## src/rtl/multicycle_ctrl.sv

```systemverilog
// Moore control unit for a multicycle MIPS-style datapath with memory-stall timeout.
// Optional performance counters are built when MC_PERF_CNT_EN is defined.
module multicycle_ctrl #(
    parameter int MEM_TIMEOUT = 15
) (
    input  logic       clk,
    input  logic       reset,
    input  logic [5:0] opcode,
    input  logic       mem_ready,
    output logic       alu_src_a,
    output logic [1:0] alu_src_b,
    output logic [1:0] alu_op,
    output logic [1:0] pc_source,
    output logic       i_or_d,
    output logic       mem_read,
    output logic       mem_write,
    output logic       ir_write,
    output logic       reg_dst,
    output logic       mem_to_reg,
    output logic       reg_write,
    output logic       pc_write,
    output logic       pc_write_cond,
    output logic       mem_err,
    output logic       illegal_op
`ifdef MC_PERF_CNT_EN
    ,
    output logic [31:0] instr_count,
    output logic [31:0] cycle_count
`endif
);

    typedef enum logic [3:0] {
        FETCH, DECODE, MEMADR, MEMRD, MEMWB, MEMWR,
        EXEC, ALUWB, BRANCH, JUMP, ADDIEX, ADDIWB
    } state_e;

    localparam logic [5:0] OP_RTYPE = 6'b000000;
    localparam logic [5:0] OP_LW    = 6'b100011;
    localparam logic [5:0] OP_SW    = 6'b101011;
    localparam logic [5:0] OP_BEQ   = 6'b000100;
    localparam logic [5:0] OP_J     = 6'b000010;
    localparam logic [5:0] OP_ADDI  = 6'b001000;
    localparam int         CW       = (MEM_TIMEOUT > 1) ? $clog2(MEM_TIMEOUT + 1) : 1;

    state_e        state_q, state_d;
    logic [CW-1:0] stall_q, stall_d;
    logic          memErr_q, memErr_d;
    logic          illegal_q, illegal_d;
    logic          memWait;

    always_ff @(posedge clk or posedge reset) begin
        if (reset) begin
            state_q   <= FETCH;
            stall_q   <= '0;
            memErr_q  <= 1'b0;
            illegal_q <= 1'b0;
        end else begin
            state_q   <= state_d;
            stall_q   <= stall_d;
            memErr_q  <= memErr_d;
            illegal_q <= illegal_d;
        end
    end

    always_comb begin
        state_d   = state_q;
        memWait   = 1'b0;
        memErr_d  = 1'b0;
        illegal_d = 1'b0;
        case (state_q)
            FETCH: begin
                memWait = 1'b1;
                if (mem_ready) state_d = DECODE;
            end
            DECODE: begin
                if (opcode == OP_LW || opcode == OP_SW) state_d = MEMADR;
                else if (opcode == OP_RTYPE)            state_d = EXEC;
                else if (opcode == OP_BEQ)              state_d = BRANCH;
                else if (opcode == OP_J)                state_d = JUMP;
                else if (opcode == OP_ADDI)             state_d = ADDIEX;
                else begin
                    state_d   = FETCH;
                    illegal_d = 1'b1;
                end
            end
            MEMADR:  state_d = (opcode == OP_LW) ? MEMRD : MEMWR;
            MEMRD: begin
                memWait = 1'b1;
                if (mem_ready) state_d = MEMWB;
            end
            MEMWR: begin
                memWait = 1'b1;
                if (mem_ready) state_d = FETCH;
            end
            EXEC:    state_d = ALUWB;
            ADDIEX:  state_d = ADDIWB;
            default: state_d = FETCH;
        endcase

        // A late mem_ready on the timeout cycle still completes the access normally
        if (MEM_TIMEOUT > 0 && memWait && !mem_ready && stall_q == CW'(MEM_TIMEOUT)) begin
            state_d  = FETCH;
            memErr_d = 1'b1;
        end

        if (memErr_d || state_d != state_q)      stall_d = '0;
        else if (memWait && stall_q != '1)       stall_d = stall_q + CW'(1);
        else                                     stall_d = stall_q;
    end

    always_comb begin
        alu_src_a     = 1'b0;
        alu_src_b     = 2'b00;
        alu_op        = 2'b00;
        pc_source     = 2'b00;
        i_or_d        = 1'b0;
        mem_read      = 1'b0;
        mem_write     = 1'b0;
        ir_write      = 1'b0;
        reg_dst       = 1'b0;
        mem_to_reg    = 1'b0;
        reg_write     = 1'b0;
        pc_write      = 1'b0;
        pc_write_cond = 1'b0;
        if (!reset) begin
            case (state_q)
                FETCH: begin
                    mem_read  = 1'b1;
                    alu_src_b = 2'b01;
                    ir_write  = mem_ready;
                    pc_write  = mem_ready;
                end
                DECODE:  alu_src_b = 2'b11;
                MEMADR: begin
                    alu_src_a = 1'b1;
                    alu_src_b = 2'b10;
                end
                MEMRD: begin
                    mem_read = 1'b1;
                    i_or_d   = 1'b1;
                end
                MEMWB: begin
                    reg_write  = 1'b1;
                    mem_to_reg = 1'b1;
                end
                MEMWR: begin
                    mem_write = 1'b1;
                    i_or_d    = 1'b1;
                end
                EXEC: begin
                    alu_src_a = 1'b1;
                    alu_op    = 2'b10;
                end
                ALUWB: begin
                    reg_write = 1'b1;
                    reg_dst   = 1'b1;
                end
                BRANCH: begin
                    alu_src_a     = 1'b1;
                    alu_op        = 2'b01;
                    pc_write_cond = 1'b1;
                    pc_source     = 2'b01;
                end
                JUMP: begin
                    pc_write  = 1'b1;
                    pc_source = 2'b10;
                end
                ADDIEX: begin
                    alu_src_a = 1'b1;
                    alu_src_b = 2'b10;
                end
                ADDIWB:  reg_write = 1'b1;
                default: ;
            endcase
        end
    end

    assign mem_err    = memErr_q;
    assign illegal_op = illegal_q;

`ifdef MC_PERF_CNT_EN
    logic [31:0] instrCnt_q, cycleCnt_q;
    logic        completing;

    // Aborts also land in FETCH, so they are excluded from the retired-instruction count
    assign completing = (state_d == FETCH) && (state_q != FETCH) && !memErr_d && !illegal_d;

    always_ff @(posedge clk or posedge reset) begin
        if (reset) begin
            instrCnt_q <= '0;
            cycleCnt_q <= '0;
        end else begin
            cycleCnt_q <= cycleCnt_q + 32'd1;
            if (completing) instrCnt_q <= instrCnt_q + 32'd1;
        end
    end

    assign instr_count = instrCnt_q;
    assign cycle_count = cycleCnt_q;
`endif

endmodule
```

## config.mk

```make
export PLATFORM = sky130hd
export DESIGN_NAME = multicycle_ctrl
export DESIGN_NICKNAME = d
export VERILOG_FILES = /design/src/rtl/multicycle_ctrl.sv
export SDC_FILE = /design/constraint.sdc
export NUM_CORES = 1
export LEC_CHECK = 0
export CORE_ASPECT_RATIO = 0.5
export CORE_MARGIN = 1.5
export CORE_UTILIZATION = 40
export CTS_BUF_LIST = sky130_fd_sc_hd__clkbuf_4 sky130_fd_sc_hd__clkbuf_8
export DETAILED_ROUTE_END_ITERATION = 12
export MAX_ROUTING_LAYER = met4
export PLACE_DENSITY = 0.67
export SKIP_CTS_REPAIR_TIMING = 1
export SLEW_MARGIN = 20
export SYNTH_ARGS = -nofsm -noshare
export SYNTH_HDL_FRONTEND = slang
export SYNTH_SLANG_ARGS = --single-unit
```

## constraint.sdc

```tcl
create_clock -name clk -period 2.5 [get_ports clk]
set_input_delay 0.75 -clock clk [delete_from_list [all_inputs] [get_ports clk]]
set_output_delay 0.75 -clock clk [all_outputs]
set_load 0.02 [all_outputs]
```

==> results.sh <==
export IMPL_swShare=0.3474
export IMPL_die_width_um=76.10
export IMPL_via_count=1149
export IMPL_synth_nets=136
export IMPL_num_rows=12
export IMPL_grtUsageTotal=0.2273
export IMPL_synth_ff_latch_count=10
export IMPL_synth_async_reset_ratio=1.000
export IMPL_cts_tree="yes"
export IMPL_initial_utilization=0.4504
export IMPL_total_switching_power_w=0.0002520
export IMPL_n_antenna_cell=0
export IMPL_layout_drive_gt1_share=0.3068
export IMPL_chipHeight_um=39.55
export IMPL_synth_top_area_share=0.2342
export IMPL_wire_per_inst_um=14.42
export IMPL_drv_cap=0
export IMPL_drt_iter0_drc=42
export IMPL_max_freq_ghz=0.4162
export IMPL_routed_via_density=5.445
export IMPL_slew_violations=0
export IMPL_finalCriticalPeriod_ps=2402
export IMPL_worst_path_max_fanout=4
export IMPL_timing_setup_tns_ps=0
export IMPL_synth_ff_type="dfrtp_1"
export IMPL_floorplan_io_pins=27
export IMPL_finish_net_count=187
export IMPL_worst_setup_slack_after_layout_ps=97.52
export IMPL_grt_start_max_net_pins=18
export IMPL_number_of_enable_flip_flop_cells_after_synthesis=0
export IMPL_power_frac_clock=0.284
export IMPL_cts_buffers_inserted=3
export IMPL_path_type_of_the_worst_min_delay_path="register to register"
export IMPL_setup_violations_final=0
export IMPL_holdCritStartpoint="stall_q[0]"
export IMPL_synth_top_cells_by_area="dfrtp_1, nor3_1, nand2b_1"
export IMPL_clock_latency_of_the_later_clocked_register_in_the_worst_skew_pair_ps=240
export IMPL_drt_pass1_iter_count=4
export IMPL_synth_warning_count=0
export IMPL_synthToLayoutAreaGrowth_pct=53.51
export IMPL_netlist_area_um2=1069
export IMPL_worst_endpoint_arrival_ps=1650
export IMPL_crit_path_end_kind="primary output"
export IMPL_setup_worst_path_start_class="primary input"
export IMPL_crit_type="primary input to primary output"
export IMPL_floorplan_die_area_um2=3009
export IMPL_yosysSeqAreaShare=0.2342
export IMPL_final_fill_count=214
export IMPL_clock_sinks=10
export IMPL_max_clock_path_buffers=2
export IMPL_cellLeakagePower_nw=0.9197
export IMPL_grt_first_pass_wirelength_um=4988
export IMPL_leading_area_contributor_after_synthesis="dfrtp_1"
export IMPL_ir_drop_mv=0.4154
export IMPL_hold_path_cell_count=2
export IMPL_port_buffers=26
export IMPL_worst_slew_pin_slew_ps=538.7
export IMPL_slew_headroom=0.6402
export IMPL_outcome="finished, final reports clean"
export IMPL_hold_path_endpoint="stall_q[0]"
export IMPL_place_detailed_hpwl_um=2302
export IMPL_clock_tree_root_cell="clkbuf_8"
export IMPL_yosys_cell_types_count=53
export IMPL_final_min_period_over_clock_period=0.9610
export IMPL_grt_antenna_before_repair=0
export IMPL_antenna_viol_nets_final=0
export IMPL_finalWeightedCongestion=0.8981
export IMPL_worst_ep_required_time_ps=1750
export IMPL_rsz0062_at_grt="no"
export IMPL_floorplan_core_area_um2=2372
export IMPL_r2r_end="stall_q[0]"
export IMPL_count_of_h_tree_levels_built_during_cts=1
export IMPL_ff2ff_path_depth=5
export IMPL_power_density_cell_area_nw_per_um2=442.3
export IMPL_grt_pass1_vias=1070
export IMPL_power_share_sequential=0.285
export IMPL_syn_area_cell_um2=8.480
export IMPL_final_setup_skew_ps=0.7816
export IMPL_global_route_overflow_total=0
export IMPL_pwr_share_comb=0.431
export IMPL_netlist_instances=126
export IMPL_clk_pin_slew_ps=50
export IMPL_reg2reg_slack_ps=390
export IMPL_drcViolationCount=0
export IMPL_report_final_hold_viol_count=0
export IMPL_power_internal_w=0.0004735
export IMPL_pre_cts_setup_slack_ps=-681.5
export IMPL_route_final_wire_length_um=3043
export IMPL_reg2reg_from="state_q[0]"
[stage by stage]
step	cell area (µm²)	utilization	cells	total power (W)	hold WS [ps]
floorplan	1069	-	126	0.0004010	565.2
CTS	1565	0.6598	210	0.0007265	607.9
detailed placement	1510	0.6366	206	0.0005151	595.2
global route	1640	0.6915	211	0.0007732	634.0
finish	1640	0.6915	211	0.0007255	609.7
global placement	1510	0.6366	206	0.0005118	592.1
[cell families after synthesis]
| group | count (synthesis) | share of synthesized area |
|---|---|---|
| XOR/XNOR | 6 | 0.05621 |
| AO/OA/AOI/OAI | 35 | 0.2611 |
| multiplexers | 1 | 0.009368 |
| flip-flops | 10 | 0.2342 |
| adder cells (fa/ha/maj) | 2 | 0.02225 |
| buffers and inverters | 11 | 0.07494 |
| AND/OR/NAND/NOR | 61 | 0.3419 |
[synth_stat cells (all sizes together) (4+ instances only)]
| library cell | n |
|---|---|
| and3 | 4 |
| dfrtp | 10 |
| nand2 | 5 |
| xnor2 | 4 |
| nor2b | 4 |
| buf | 7 |
| nand3 | 4 |
| a2111oi | 5 |
| a21oi | 6 |
| nand2b | 7 |
| nor3 | 11 |
| o21ai | 6 |
| nor2 | 11 |
[sequential cells by signal, summed over array words and instances (netlist names)]
name and flops:
stall_q 4, mem_err 1, illegal_op 1, state_q 4
[layout by cell type, fill, tap and decap left out, drive strengths merged, types with 2 or more instances in the layout]
cell type      instances
nor2b                  4
o211ai                 2
a21boi                 2
nor2                  11
nand3                  4
nor4                   3
xnor2                  4
xor2                   2
and2b                  2
clkbuf                 4
o21ai                  6
a21oi                  6
inv                    2
dlymetal6s2s          17
a211oi                 2
nand2b                 7
nor3                  11
and4b                  3
dfrtp                 10
and3                   4
clkdlybuf4s50          8
a2111oi                5
a2bb2oi                2
buf                   30
nand2                  5
[layout make-up]
type	instances	area [µm²]	area share
multi-input combinational	105	765.7	0.4668
timing repair buffer	55	518.0	0.3158
sequential	10	250.2	0.1526
clock buffer	4	55.05	0.03356
inverter	2	7.507	0.004577
tap	35	43.79	0.02670
[power by group through the flow]
stage | Clock, W | Sequential (W) | Combinational, W
after global routing | 0.000218 | 0.000210 | 0.000345
after CTS | 0.000212 | 0.000206 | 0.000309
final | 0.000206 | 0.000207 | 0.000313
after global placement | 0 | 0.000208 | 0.000304
after detailed placement | 0 | 0.000208 | 0.000307
after floorplan | 0 | 0.000206 | 0.000195
[routing by layer]
layer,routed length [µm],share of wire,track usage,vias up
met5,0,0,-,-
met4,40,0.013,0.05556,0
met3,139,0.046,0.05814,7
met2,1254,0.41,0.3716,31
met1,1609,0.53,0.2902,527
li1,-,-,-,584
[worst max-delay path, cell delays in order]
cell and delay (ps):
dlymetal6s2s_1 160, nor3_2 60, and3_2 220, or2_2 300
buf_4 160
[how the worst max path moves through the flow]
stage | cells after the start | slack, ps | endpoint | startpoint
floorplan | 5 | 70 | pc_write | state_q[1]
global placement | 5 | -620 | pc_write | reset
detailed placement | 5 | -680 | pc_write | reset
CTS | 5 | -690 | pc_write | reset
global route | 6 | 30 | stall_q[3] | opcode[1]
finish | 5 | 100 | pc_write | reset
(Power assumes the default switching activity.)
